--- src/rtl/uart_tx_drain_pkg.sv ---
// Shared UART definitions: FSM state encodings and bit-period computation.
// Kept free of tx-specific logic so a receiver can import the same package.
package uart_tx_drain_pkg;

  typedef enum logic [2:0] {
    IDLE  = 3'd0,
    FETCH = 3'd1,
    START = 3'd2,
    DATA  = 3'd3,
    STOP  = 3'd4
  } state_t;

  // Integer clocks per bit, clamped so a bit always spans at least two cycles.
  function automatic int clks_per_bit(input int clk_freq, input int baud_rate);
    int c;
    c = clk_freq / baud_rate;
    return (c < 2) ? 2 : c;
  endfunction

endpackage

--- src/rtl/uart_tx_drain_if.sv ---
// Read port of the upstream byte FIFO as seen by the serial drain.
// fifo_rd_en is a one-cycle strobe raised only while fifo_empty=0; the popped
// byte appears on fifo_data in the following cycle with no further handshake.
interface uart_tx_drain_if;
  logic       fifo_empty;
  logic [7:0] fifo_data;
  logic       fifo_rd_en;

  modport master (
    input  fifo_empty,
    input  fifo_data,
    output fifo_rd_en
  );

  modport slave (
    output fifo_empty,
    output fifo_data,
    input  fifo_rd_en
  );
endinterface

--- src/rtl/uart_tx_drain_baud.sv ---
// Bit-period counter: counts 0..CLKS_PER_BIT-1 and flags the last cycle of a bit.
module uart_baud_tick #(
  parameter int CLKS_PER_BIT = 4
) (
  input  logic clk,
  input  logic rst_n,
  input  logic clear,
  output logic tick
);

  localparam int CW = $clog2(CLKS_PER_BIT);

  logic [CW-1:0] cnt;

  assign tick = (cnt == CW'(CLKS_PER_BIT - 1));

  always_ff @(posedge clk or negedge rst_n) begin
    if (!rst_n) begin
      cnt <= '0;
    end else if (clear || tick) begin
      cnt <= '0;
    end else begin
      cnt <= cnt + 1'b1;
    end
  end

endmodule

--- src/rtl/uart_tx_drain.sv ---
// Drains bytes from an upstream FIFO and serialises them as 8N1 frames, LSB first.
// tx is registered from the next-state values so it changes only on clock edges.
module uart_tx_drain
  import uart_tx_drain_pkg::*;
#(
  parameter int CLK_FREQ  = 25000000,
  parameter int BAUD_RATE = 115200
) (
  input  logic              clk,
  input  logic              rst_n,
  uart_tx_drain_if.master   fifo,
  output logic              tx,
  output logic              busy,
  output state_t            state
);

  localparam int CLKS_PER_BIT = clks_per_bit(CLK_FREQ, BAUD_RATE);

  state_t     state_d;
  logic [7:0] shift_q, shift_d;
  logic [2:0] bit_idx_q, bit_idx_d;
  logic       armed_q;
  logic       rd_en;
  logic       tick;
  logic       baud_clear;
  logic       tx_d;

  uart_baud_tick #(
    .CLKS_PER_BIT(CLKS_PER_BIT)
  ) u_baud (
    .clk   (clk),
    .rst_n (rst_n),
    .clear (baud_clear),
    .tick  (tick)
  );

  always_ff @(posedge clk or negedge rst_n) begin
    if (!rst_n) begin
      state <= IDLE;
    end else begin
      state <= state_d;
    end
  end

  // armed_q holds off the first read until one rising edge has passed out of reset.
  always_comb begin
    state_d   = state;
    shift_d   = shift_q;
    bit_idx_d = bit_idx_q;
    case (state)
      IDLE:  if (armed_q && !fifo.fifo_empty) state_d = FETCH;
      FETCH: begin
        shift_d   = fifo.fifo_data;
        bit_idx_d = 3'd0;
        state_d   = START;
      end
      START: if (tick) state_d = DATA;
      DATA: begin
        if (tick) begin
          shift_d   = {1'b0, shift_q[7:1]};
          bit_idx_d = bit_idx_q + 3'd1;
          if (bit_idx_q == 3'd7) state_d = STOP;
        end
      end
      STOP:  if (tick) state_d = IDLE;
      default: state_d = IDLE;
    endcase
  end

  always_comb begin
    rd_en           = (state == IDLE) && armed_q && !fifo.fifo_empty;
    fifo.fifo_rd_en = rd_en;
    busy            = (state != IDLE) || rd_en;
    baud_clear      = (state_d != state) || (state == IDLE);
    case (state_d)
      START:   tx_d = 1'b0;
      DATA:    tx_d = shift_d[0];
      default: tx_d = 1'b1;
    endcase
  end

  always_ff @(posedge clk or negedge rst_n) begin
    if (!rst_n) begin
      shift_q   <= 8'h00;
      bit_idx_q <= 3'd0;
      tx        <= 1'b1;
      armed_q   <= 1'b0;
    end else begin
      shift_q   <= shift_d;
      bit_idx_q <= bit_idx_d;
      tx        <= tx_d;
      armed_q   <= 1'b1;
    end
  end

endmodule

--- src/flat_wrapper.sv ---
// flat-port wrapper written by rule: the top's interface ports become plain ports
module uart_tx_drain_flat import uart_tx_drain_pkg::*;
#(
  parameter int CLK_FREQ  = 25000000,
  parameter int BAUD_RATE = 115200
)
  (clk, rst_n, tx, busy, state, fifo_fifo_empty, fifo_fifo_data, fifo_fifo_rd_en);
  uart_tx_drain_if fifo_i ();
  input  logic clk;
  input  logic rst_n;
  output logic tx;
  output logic busy;
  output state_t state;
  input wire logic [$bits(fifo_i.fifo_empty)-1:0] fifo_fifo_empty;
  input wire logic [$bits(fifo_i.fifo_data)-1:0] fifo_fifo_data;
  output wire logic [$bits(fifo_i.fifo_rd_en)-1:0] fifo_fifo_rd_en;
  assign fifo_i.fifo_empty = fifo_fifo_empty;
  assign fifo_i.fifo_data = fifo_fifo_data;
  assign fifo_fifo_rd_en = fifo_i.fifo_rd_en;
  uart_tx_drain #(.CLK_FREQ(CLK_FREQ), .BAUD_RATE(BAUD_RATE)) u_core (.clk(clk), .rst_n(rst_n), .fifo(fifo_i), .tx(tx), .busy(busy), .state(state));
endmodule
--- config.mk ---
export PLATFORM = sky130hd
export DESIGN_NAME = uart_tx_drain_flat
export DESIGN_NICKNAME = d
export VERILOG_FILES = /design/src/rtl/uart_tx_drain_pkg.sv /design/src/rtl/uart_tx_drain_if.sv /design/src/rtl/uart_tx_drain_baud.sv /design/src/rtl/uart_tx_drain.sv /design/src/flat_wrapper.sv
export SDC_FILE = /design/constraint.sdc
export NUM_CORES = 1
export LEC_CHECK = 0
export BUFFER_PORTS_ARGS = -buffer_cell sky130_fd_sc_hd__clkbuf_2
export CORE_MARGIN = 5
export CORE_UTILIZATION = 55
export DETAILED_ROUTE_END_ITERATION = 10
export PLACE_DENSITY = 0.77
export REMOVE_ABC_BUFFERS = 1
export SLEW_MARGIN = 10
export SYNTH_ARGS = -nofsm -noshare
export SYNTH_HDL_FRONTEND = slang
export SYNTH_HIERARCHICAL = 1
export SYNTH_SLANG_ARGS = --single-unit
--- constraint.sdc ---
create_clock -name clk -period 3.8 [get_ports clk]
set_clock_uncertainty 0.15 [all_clocks]
set_input_delay 0.57 -clock clk [delete_from_list [all_inputs] [get_ports clk]]
set_output_delay 0.57 -clock clk [all_outputs]
set_load 0.02 [all_outputs]
* Word-level counts from Yosys, hierarchy flattened
Cells that the tools add are included.
Widths: inputs -> output; s select.
** Word-level totals
- Register bits :: 24
- Bits of input ports :: 11
- Output and inout port bits :: 6
- Logic and storage cells :: 42
** Cells by class
- $add $sub $neg :: 2
- Equality and inequality tests :: 10
- Muxes and demuxes :: 12
- Reductions and logical operators :: 11
** Operator list (count)
- $mux 3 :: 6
- $mux 8 :: 2
- $pmux 8 s2 :: 1
- $pmux 3 s5 :: 1
- $eq 3x2->1 const B :: 4
- $add 8x1->8 const B :: 1
- $eq 8x8->1 const B :: 1
- $eq 3x3->1 const B :: 2
- $pmux 3 s2 :: 1
- $add 3x1->3 const B :: 1
- $eq 3x1->1 const B :: 1
- $logic_and 1x1->1 :: 3
- $logic_not 3->1 :: 1
- $logic_or 1x1->1 :: 3
- $ne 3x3->1 :: 1
- $reduce_bool 3->1 :: 1
- $ne 2x2->1 const B :: 1
- $pmux 1 s2 :: 1
- $reduce_and 2->1 :: 1
- $reduce_bool 2->1 :: 1
- $logic_not 1->1 :: 1

* Logic depth before layout (Yosys ltp)
Gate-level depths: netlist of run 1.
- Depth in word-level cells :: 8
- Gate-level depth with buffers :: 10
- Gate-level depth less buffers :: 9

* Modules after synthesis
The synthesis of run 1 kept the hierarchy.
** By module, submodules not included
- uart_tx_drain :: times used 1, cells an instance 73, area an instance 814.5 um2, sequential area each 401.6 um2
- uart_baud_tick :: times used 1, cells an instance 40, area an instance 386.6 um2, sequential area each 200.2 um2

* Least setup slack after synthesis of run 1
No wires, ideal clock.
- Path kind :: register -> register
- From :: reg u_core.u_baud.cnt[0]
- To :: reg u_core.u_baud.cnt[6]
- Library setup time :: 0.078 ns
- Arrival time :: 1.876 ns
- Data required time :: 3.572 ns
- Setup slack :: 1.696 ns
- Stages on the path, launching flop included :: 11
- Buffers on the path :: 1
- Clock period less this slack :: 2.104 ns
- Cells stage by stage :: dfrtp_1 > inv_1 > ha_1 > nand4bb_1 > nor2_1 > buf_4 > or2_2 > nor3b_1 > a21oi_1 > o21bai_1 > a21oi_1
** On the way
- Cells in the longest elaborated chain, start to end :: 7
- Elaborated cells on any way between the ends :: 10
- Those cells by class :: 1 x add/sub; 2 x eq/ne; 5 x mux; 2 x reduce/logical
** Ends and longest elaborated chain
- start, declared :: RTL line uart_tx_drain_baud.sv:13 : logic [CW-1:0] cnt;
- start signal, assigned :: RTL line uart_tx_drain_baud.sv:23 : cnt <= cnt + 1'b1;
- $eq 8x8->1 (*) :: RTL line uart_tx_drain_baud.sv:15 : assign tick = (cnt == CW'(CLKS_PER_BIT - 1));
- net u_core.tick :: RTL line uart_tx_drain.sv:24 : logic tick;
- $mux 3, on equally long branches :: RTL line uart_tx_drain.sv:65, uart_tx_drain.sv:57, uart_tx_drain.sv:59
- $pmux 3 s5 (*) :: RTL line uart_tx_drain.sv:50 : case (state)
- $ne 3x3->1 (*) :: RTL line uart_tx_drain.sv:74 : baud_clear = (state_d != state) || (state == IDLE);
- $logic_or 1x1->1 (*) :: RTL line uart_tx_drain.sv:74
- net u_core.baud_clear :: RTL line uart_tx_drain.sv:25 : logic baud_clear;
- $logic_or 1x1->1 (*) :: RTL line uart_tx_drain_baud.sv:20 : end else if (clear || tick) begin
- $mux 8 (*) :: RTL line uart_tx_drain_baud.sv:20
Mark *: on every way through the listed nets, which the timed path passes. The rest lies on a longest branch.
A chain may end at the register's enable or synchronous reset.

* Worst setup path in the final report of run 1
- From :: reg u_core.u_baud.cnt[0]
- To :: reg u_core.shift_q[0]
** On the way
- Cells in the longest elaborated chain, start to end :: 3
** Ends and longest elaborated chain
- $eq 8x8->1 :: RTL line uart_tx_drain_baud.sv:15
- net u_core.tick :: RTL line uart_tx_drain.sv:24
- $mux 8 :: RTL line uart_tx_drain.sv:59 : if (tick) begin
- $pmux 8 s2 :: RTL line uart_tx_drain.sv:50
- net u_core.shift_d[0] :: RTL line uart_tx_drain.sv:20 : logic [7:0] shift_q, shift_d;
- end signal, assigned :: RTL line uart_tx_drain.sv:89 : shift_q <= shift_d;
- end, declared :: RTL line uart_tx_drain.sv:20
The timed path passes the listed nets, and every way through them passes these cells. The select of a mux whose other input is x is not followed.

==> results of run 1 <==
==> layout make-up <==
cell class | instances | share of cell area [%]
Timing Repair Buffer | 16 | 6.10
Inverter | 7 | 2.00
Tap cell | 28 | 2.67
Sequential cell | 24 | 45.9
Clock buffer | 4 | 2.00
Multi-Input combinational cell | 77 | 41.4
==> cells by family after synthesis <==
logic type / count (synthesis) / share of synthesized area [%]
adders and majority gates: 4 / 4.17
buffers and inverters: 12 / 4.69
AOI/OAI and AO/OA: 30 / 17.8
xor gates and xnor gates: 3 / 2.19
muxes: 2 / 2.19
DFF: 24 / 50.1
other: 1 / 0.312
and+or+nand+nor: 37 / 18.5
==> flip-flops by register name (all words and copies together), names as in the netlist <==
name / cells
u_core/bit_idx_q: 3
u_core/u_baud/cnt: 8
u_core/state: 3
u_core/shift_q: 8
u_core/armed_q: 1
u_core/tx: 1
==> cell usage in the layout, fill, tap and decap left out, types with 3 or more instances in the layout <==
cell type / count
nand3_1: 5
inv_1: 7
ha_1: 4
a22o_1: 7
clkbuf_2: 16
clkbuf_4: 3
nand2_1: 6
or3_1: 3
nand2b_1: 4
nor2_1: 6
o21ai_0: 5
a21oi_1: 3
a21o_1: 6
dfrtp_1: 23
==> through the flow <==
stage	utilization (%)	area, sq um
final	61.1	1310
after global routing	61.1	1310
after CTS	61.1	1310
after detailed placement	59.9	1290
after global placement	59.9	1290
after floorplan	-	1170
==> path summary, 6_finish.rpt <==
path | end | slack (ns) | cells after the start
max | u_core/shift_q[0] | 1.32 | 7
min | u_core/u_baud/cnt[4] | 0.09 | 1
max reg2reg | u_core/shift_q[0] | 1.32 | 7
min reg2reg | u_core/shift_q[5] | 0.36 | 1
max in group asynchronous | u_core/tx | 3.03 | 1
min in group clk | u_core/shift_q[7] | 0.34 | 3
==> cell usage after synthesis, types with 2 or more instances <==
cell type  number
dfrtp_1        23
nor2_1          6
a21o_1          6
buf_2           3
buf_4           2
nand3_1         5
nand2_1         6
or3_1           3
nor2b_1         2
o21bai_1        2
ha_1            4
nand2b_1        4
o21ai_0         5
inv_1           7
a21oi_1         3
a22o_1          7
xor2_1          2
==> metal layers <==
metal | up-vias | wire (um)
met1 | 416 | 973
met5 | - | 0
met2 | 14 | 1170
met4 | 0 | 0
met3 | 0 | 74
li1 | 431 | -
==> power groups by stage <==
stage | Combinational [uW] | Sequential (uW) | Clock, uW
finish | 202 | 414 | 112
CTS | 204 | 414 | 117
floorplan | 147 | 405 | 0
detailed placement | 202 | 419 | 0
global placement | 190 | 411 | 0
global route | 226 | 427 | 129
==> impl_metrics.yaml, run 1 <==
clocking:
  cts.sinks: 24
  clk_pin_slew_ns: 0.13
  clockBufferDepth: 2
  holdBufCountCts: 0
  insertion_delay_ns: 0.30
  cts_tree: "done"
  htreeDepth: 1
  cts_resized: 0
  cts_setup_buffers: 0
  cts_buffers: 3
  root_buffer: "clkbuf_4"
global_routing:
  use_met1_pct: 18.2
  grt_pass1_wl_mm: 3.76
  antenna_found_initial: 0
  grt_pass1_vias: 886
  grt_use_met2_pct: 25.9
  grtUsageTotal_pct: 14.6
  grt_max_degree: 25
  grt.busiest_layer: "met2"
  grt_util_met3_pct: 2.30
  grt.overflow.total: 0
routing:
  antenna_left: 0
  num_vias: 861
  drt_iter0_markers: 9
  remaining_drc_errors: 0
  routed_wl_mm: 2.22
  first_pass_iters: 4
  routed_via_density: 5.52
  avgRoutedWirePerCell_um: 14.2
timing:
  fin_setup_tns_ns: 0
  hold_viol: 0
  fmax_mhz: 404
  period_minus_slack_ns: 2.48
  rsz0062_at_grt: "false"
  drv_slew: 0
  finalCritPeriodShare_pct: 65.2
  worst_slack_ns: 1.32
  tightest_slew_ns: 0.580
  slew_headroom_pct: 61.3
  setup_viol: 0
  hold_ws_ns: 0.0855
synthesis:
  synth_seq_cells: 24
  synth_top_cell_by_area: "dfrtp_1"
  yosysSeqAreaShare_pct: 50.1
  syn_avg_cell_area_sq_um: 10.6
  async_flop_share_pct: 100
  synth_cell_types: 40
  netlist_instances: 113
  synth_ff_type: "dfrtp_1"
  synth_area_leaders: "dfrtp_1 48%, a22o_1 5.1%, ha_1 4.2%, a21o_1 3.8%, dfstp_2 2.2%"
  ys_warn_count: 6
  yosys.area.top_type_share_pct: 47.9
  synth_edf_count: 0
  syn_area_sq_mm: 0.00120
final_layout:
  area.growth.synth_to_final_pct: 9.27
  n_antenna_cell: 0
  multi_input_area_sq_um: 543
  regArea_sq_um: 602
  stdcell_count: 156
  drive_gt1_share_pct: 20.3
  nFillCells: 185
  fin_nets: 144
place:
  numPortBuffers: 16
  gp_congestion: 0.758
  post-place-ws_ns: 1.37
  dp_hpwl_mm: 1.67
  placed_cells: 152
worst_setup_path:
  critical_path.cell_chain: "inv_1 -> ha_1 -> nand4bb_1 -> nor2_1 -> mux2_2 -> a221oi_1 -> inv_1"
  rr_startpoint: "u_core/u_baud/cnt[0]"
  slowest_delay_ns: 0.47
  crit_required_ns: 3.84
  cpMostUsedCell: "inv_1"
  crit_start: "u_core/u_baud/cnt[0]"
  crit_path_start_kind: "flop"
  arrival_ns: 2.51
  cp_top_family: "simple AND/OR/NAND/NOR gates"
  crit_fanout: 9
  worstSetupPathType: "reg -> reg"
  cp_slowest_cell: "nor2_1"
  crit_buf_inv: 2
  critPathCaptureType: "flop"
pwr:
  pwr-share-seq_pct: 56.8
  switching_share_pct: 34.7
  power_switching_uw: 253
  p_comb_share_pct: 27.7
  power_uw: 729
  cellPowerDensity_mw_per_mm2: 555
  peakVddDrop_mv: 0.412
  p_leak_uw: 0.000651
  p_int_uw: 476
  p_clk_share_pct: 15.4
outcome:
  status: "finished clean"
die:
  core_sq_mm: 0.00215
  die_area_sq_mm: 0.00322
  die_y_um: 56.7
  row_count: 17
  start_util_pct: 55.9
  ios: 17
  chipWidth_um: 56.7
min_path:
  min_path_type: "in -> async"
job:
  drv_cap: 0
Note: power is estimated with default switching activity, not from simulation.
==> run 2, diff against run 1 <==
- clock period: 3.8 -> 2.5 ns (I/O delays scaled with it)
==> impl_metrics.yaml, run 2 (synthesis gave the netlist of run 1 again) <==
outcome:
  status: "finished clean"
worst_setup_path:
  crit_path_start_kind: "flop"
  critical_path.cell_chain: "inv_1 -> ha_1 -> nand4bb_1 -> nor2_1 -> or2_2 -> nor3b_2 -> a21oi_1 -> o21bai_1 -> a21oi_1"
  arrival_ns: 2.29
  crit_fanout: 6
  worstSetupPathType: "reg -> reg"
  crit_end: "u_core/u_baud/cnt[6]"
  crit_required_ns: 2.58
  slowest_delay_ns: 0.43
  r2r_end: "u_core/u_baud/cnt[6]"
  critPathCaptureType: "flop"
  r2r_cells: 9
  rr_startpoint: "u_core/u_baud/cnt[0]"
  cp_slowest_cell: "dfrtp_1"
  cpMostUsedCell: "a21oi_1"
  r2r_slack_ns: 0.29
  crit_start: "u_core/u_baud/cnt[0]"
final_layout:
  n_antenna_cell: 0
  final_cell_mix: "23 x dfrtp_1, 16 x clkbuf_2, 7 x inv_1, 7 x a22o_1"
  finalCoreUtilization_pct: 63.0
  fin_nets: 147
  nFillCells: 189
  drive_gt1_share_pct: 22.9
  layout_commonest_cell: "dfrtp_1"
  area.growth.synth_to_final_pct: 12.6
  regArea_sq_um: 602
  reg.largest.list: "u_core/shift_q x8, u_core/u_baud/cnt x8"
  multi_input_area_sq_um: 548
place:
  numPortBuffers: 16
  dp_hpwl_mm: 1.62
  gp_congestion: 0.865
clocking:
  clk_pin_slew_ns: 0.12
  clockBufferDepth: 2
  cts_tree: "done"
  htreeDepth: 1
  root_buffer: "clkbuf_4"
  cts.sinks: 24
  cts_buffers: 3
  insertion_delay_ns: 0.30
die:
  ios: 17
  die_y_um: 56.7
  chipWidth_um: 56.7
  row_count: 17
  die_area_sq_mm: 0.00322
  core_sq_mm: 0.00215
  start_util_pct: 55.9
timing:
  tightest_slew_ns: 0.582
  fmax_mhz: 453
  hold_viol: 0
  drv_slew: 0
  setup_viol: 0
  period_minus_slack_ns: 2.21
  slew_headroom_pct: 61.2
  rsz0062_at_grt: "false"
  finalCritPeriodShare_pct: 88.3
  fin_setup_tns_ns: 0
routing:
  wl_met1_um: 961
  first_pass_iters: 4
  wl_met2_mm: 1.13
  antenna_left: 0
  top_layer: "met4"
  wl_met3_um: 60
  num_vias: 899
  routed_via_density: 5.65
  avgRoutedWirePerCell_um: 13.7
  routed_wl_mm: 2.17
  remaining_drc_errors: 0
  drt_iter0_markers: 16
global_routing:
  grt_pass1_vias: 872
  grtUsageTotal_pct: 14.8
  grt_max_degree: 25
  antenna_found_initial: 0
  grt_pass1_wl_mm: 3.75
  grt.overflow.total: 0
pwr:
  p_leak_uw: 0.000672
  peakVddDrop_mv: 0.484
  cellPowerDensity_mw_per_mm2: 830
job:
  drv_cap: 0
min_path:
  min_path_type: "in -> reg"
==> run 2: cell type report <==
cell class	instances	area share (%)
clock buffer	4	2.68
inverter	7	1.94
multi-input combinational	77	40.5
sequential	24	44.5
tap	28	2.59
timing repair buffer	19	7.77
==> run 2: metrics by stage <==
step / power, uW / setup slack [ns] / instance area [sq um] / hold WS (ns) / cells
2_1_floorplan: 838 / 0.400 / 1170 / -0.0706 / 108
3_3_place_gp: 914 / 0.393 / 1300 / 0.246 / 154
3_5_place_dp: 935 / 0.265 / 1300 / 0.252 / 154
4_1_cts: 1130 / 0.237 / 1350 / 0.118 / 159
5_1_grt: 1220 / 0.0560 / 1350 / 0.117 / 159
6_report: 1120 / 0.292 / 1350 / 0.132 / 159
==> run 2: per-layer routing <==
metal  track usage [%]  up-vias
li1                  -      436
met1              18.8      454
met2              24.1        7
met3              2.99        2
met5                 0        -
met4              6.62        0
==> run 2: power breakdown <==
part           total [uW]  switching, uW  internal, uW
combinational         298            148           150
sequential            629            118           511
clock                 196            107          88.8
==> run 2: worst min path at each step <==
stage	startpoint	endpoint	slack, ns	depth (start not counted)
2_1_floorplan	rst_n	u_core/armed_q	-0.07	0
3_3_place_gp	rst_n	u_core/u_baud/cnt[4]	0.25	1
3_5_place_dp	rst_n	u_core/u_baud/cnt[4]	0.25	1
4_1_cts	fifo_fifo_data[7]	u_core/shift_q[7]	0.12	3
5_1_grt	fifo_fifo_data[7]	u_core/shift_q[7]	0.12	3
6_report	fifo_fifo_data[7]	u_core/shift_q[7]	0.13	3
==> run 2: what timing repair did <==
| item | 4_1_cts | 5_1_grt |
|---|---|---|
| setup buffers | 0 | 0 |
| hold buffers | 1 | 0 |
| endpoints found under the hold margin | 23 | 0 |
| gates resized for setup | 0 | 1 |
| setup endpoints to repair | 0 | 1 |
==> run 2: critical path, delay by kind of cell (launching register included) <==
kind / cells / cell delay [ns]
AOI/OAI and AO/OA: 3 / 0.53
adders and majority gates: 1 / 0.18
buffers and inverters: 1 / 0.06
DFF: 1 / 0.43
and+or+nand+nor: 4 / 0.77
==> run 3, diff against run 2 <==
- SYNTH_HIERARCHICAL: 1 -> default
==> impl_metrics.yaml, run 3 <==
pwr:
  p_leak_uw: 0.000595
  p_clk_share_pct: 29.2
  peakVddDrop_mv: 0.336
  switching_share_pct: 20.7
  power_switching_uw: 120
  p_comb_share_pct: 3.5
  p_int_uw: 462
  pwr-share-seq_pct: 67.3
  cellPowerDensity_mw_per_mm2: 437
clocking:
  cts_resized: 0
  clockBufferDepth: 2
  insertion_delay_ns: 0.31
  clk_pin_slew_ns: 0.13
  cts_tree: "done"
  cts_setup_buffers: 0
  root_buffer: "clkbuf_4"
  cts.sinks: 24
  htreeDepth: 1
  cts_buffers: 3
worst_setup_path:
  crit_buf_inv: 1
  r2r_cells: 6
  crit_end: "busy"
  critPathCaptureType: "primary output"
  critical_path.cell_chain: "nor2_1 -> nand3b_1 -> clkbuf_2"
  worstSetupPathType: "reg -> out"
  crit_path_start_kind: "flop"
  arrival_ns: 1.52
  cp.depth: 3
  crit_required_ns: 1.98
  crit_fanout: 20
  slowest_delay_ns: 0.73
  r2r_end: "u_core.shift_q[4]"
  cp_top_family: "flip-flops"
  crit_start: "u_core.state[1]"
  cp_slowest_cell: "dfrtp_1"
  r2r_slack_ns: 0.59
  rr_startpoint: "u_core.u_baud.cnt[0]"
synthesis:
  netlist_instances: 119
  synth_area_leaders: "dfrtp_1 47%, o22ai_1 6.7%, ha_1 4.1%, xor2_1 3.6%, a21oi_1 3.3%"
  yosysSeqAreaShare_pct: 49.3
  ys_warn_count: 0
  syn_avg_cell_area_sq_um: 10.3
  synth_seq_cells: 24
  post-synth-top-count-cell: "dfrtp_1"
  synth_edf_count: 0
  synth_ff_type: "dfrtp_1"
  synth_top_cell_by_area: "dfrtp_1"
  yosys.area.top_type_share_pct: 47.1
  async_flop_share_pct: 100
  synth_cell_types: 35
  ys_top_cells_by_count: "23 x dfrtp_1, 13 x o22ai_1, 10 x nor2_1, 8 x a21oi_1"
  syn_area_sq_mm: 0.00122
outcome:
  status: "finished clean"
routing:
  avgRoutedWirePerCell_um: 14.3
  routed_via_density: 5.86
  first_pass_iters: 4
  drt_iter0_markers: 27
  routed_wl_mm: 2.32
  remaining_drc_errors: 0
  antenna_left: 0
  num_vias: 949
timing:
  slew_headroom_pct: 60.4
  hold_viol: 0
  rsz0062_at_grt: "false"
  fin_setup_tns_ns: 0
  finalCritPeriodShare_pct: 81.9
  period_minus_slack_ns: 2.05
  tightest_slew_ns: 0.595
  setup_viol: 0
  fmax_mhz: 489
  drv_slew: 0
place:
  placed_cells: 157
  placed_area_sq_mm: 0.00130
  numPortBuffers: 16
  dp_hpwl_mm: 1.68
  gp_congestion: 0.848
final_layout:
  drive_gt1_share_pct: 17.2
  area.growth.synth_to_final_pct: 9.12
  stdcell_count: 162
  layout_commonest_cell: "dfrtp_1"
  nFillCells: 194
  final_cell_mix: "23 x dfrtp_1, 16 x clkbuf_2, 13 x o22ai_1, 10 x nor2_1, 8 x a21oi_1"
  design_area_sq_mm: 0.00133
  n_antenna_cell: 0
  fin_nets: 150
  finalCoreUtilization_pct: 61.4
  reg.largest.list: "u_core.shift_q x8, u_core.u_baud.cnt x8"
global_routing:
  grt_pass1_vias: 942
  grtUsageTotal_pct: 15.4
  grt_pass1_wl_mm: 4.03
  grt_max_degree: 25
  antenna_found_initial: 0
  grt.overflow.total: 0
  use_met1_pct: 19.1
  grt.busiest_layer: "met2"
  grt_util_met3_pct: 2.49
  grt_use_met2_pct: 26.8
die:
  ios: 17
  row_count: 17
  core_sq_mm: 0.00217
  start_util_pct: 56.3
  die_area_sq_mm: 0.00326
  die_y_um: 57.1
  chipWidth_um: 57.1
job:
  drv_cap: 0
min_path:
  min_path_type: "in -> reg"
[run 3: cell type report]
class	instances	area (sq um)	share of cell area, %
Clock buffer	4	26.3	1.97
Inverter	6	22.5	1.69
Multi-Input combinational cell	83	557	41.8
Sequential cell	24	602	45.2
Tap cell	28	35.0	2.63
Timing Repair Buffer	17	90.1	6.76
[run 3: power groups by stage]
| stage | combinational [uW] | clock, uW | sequential [uW] |
|---|---|---|---|
| after floorplan | 4.06 | 0 | 399 |
| after global placement | 19.1 | 0 | 399 |
| after detailed placement | 19.7 | 0 | 399 |
| after CTS | 21.0 | 180 | 392 |
| after global routing | 23.9 | 193 | 392 |
| final | 20.4 | 170 | 392 |
[run 3: cells by family (layout without fill, tap and decap cells)]
family / Yosys count / count (layout) / share of synthesized area, %
DFF: 24 / 24 / 49.3
other: 1 / 1 / 0.307
xor gates and xnor gates: 6 / 6 / 4.30
adders and majority gates: 4 / 4 / 4.10
AOI/OAI and AO/OA: 36 / 36 / 19.6
buffers and inverters: 12 / 27 / 5.12
and+or+nand+nor: 36 / 36 / 17.3
[run 3: worst min-delay path by stage]
stage | cells past startpoint | startpoint | slack (ns) | endpoint
after floorplan | 0 | rst_n | -0.07 | u_core.armed_q
after global placement | 1 | rst_n | 0.25 | u_core.state[1]
after detailed placement | 1 | rst_n | 0.26 | u_core.shift_q[2]
after CTS | 3 | fifo_fifo_data[7] | 0.12 | u_core.shift_q[7]
after global routing | 3 | fifo_fifo_data[7] | 0.13 | u_core.shift_q[7]
final | 3 | fifo_fifo_data[7] | 0.13 | u_core.shift_q[7]
[run 3: worst min-delay path, cell delays in order]
cell      delay (ns)
clkbuf_2        0.08
inv_1           0.04
o22ai_1         0.07
[run 3: metrics by stage]
step	worst slack, ns	power (uW)	hold WS (ns)
finish	0.453	582	0.133
detailed placement	0.598	419	0.257
floorplan	0.610	403	-0.0706
CTS	0.456	593	0.119
global placement	0.625	418	0.249
global route	0.327	609	0.129
[run 3: routing by layer]
layer	vias up	wire length (um)
met5	-	0
met4	0	17
met3	2	109
met2	25	1190
met1	456	1000
li1	466	-
[run 3: timing repair]
item	4_1_cts	5_1_grt
hold buffers	1	0
endpoints found under the hold margin	23	0
endpoints found under the setup margin	0	0
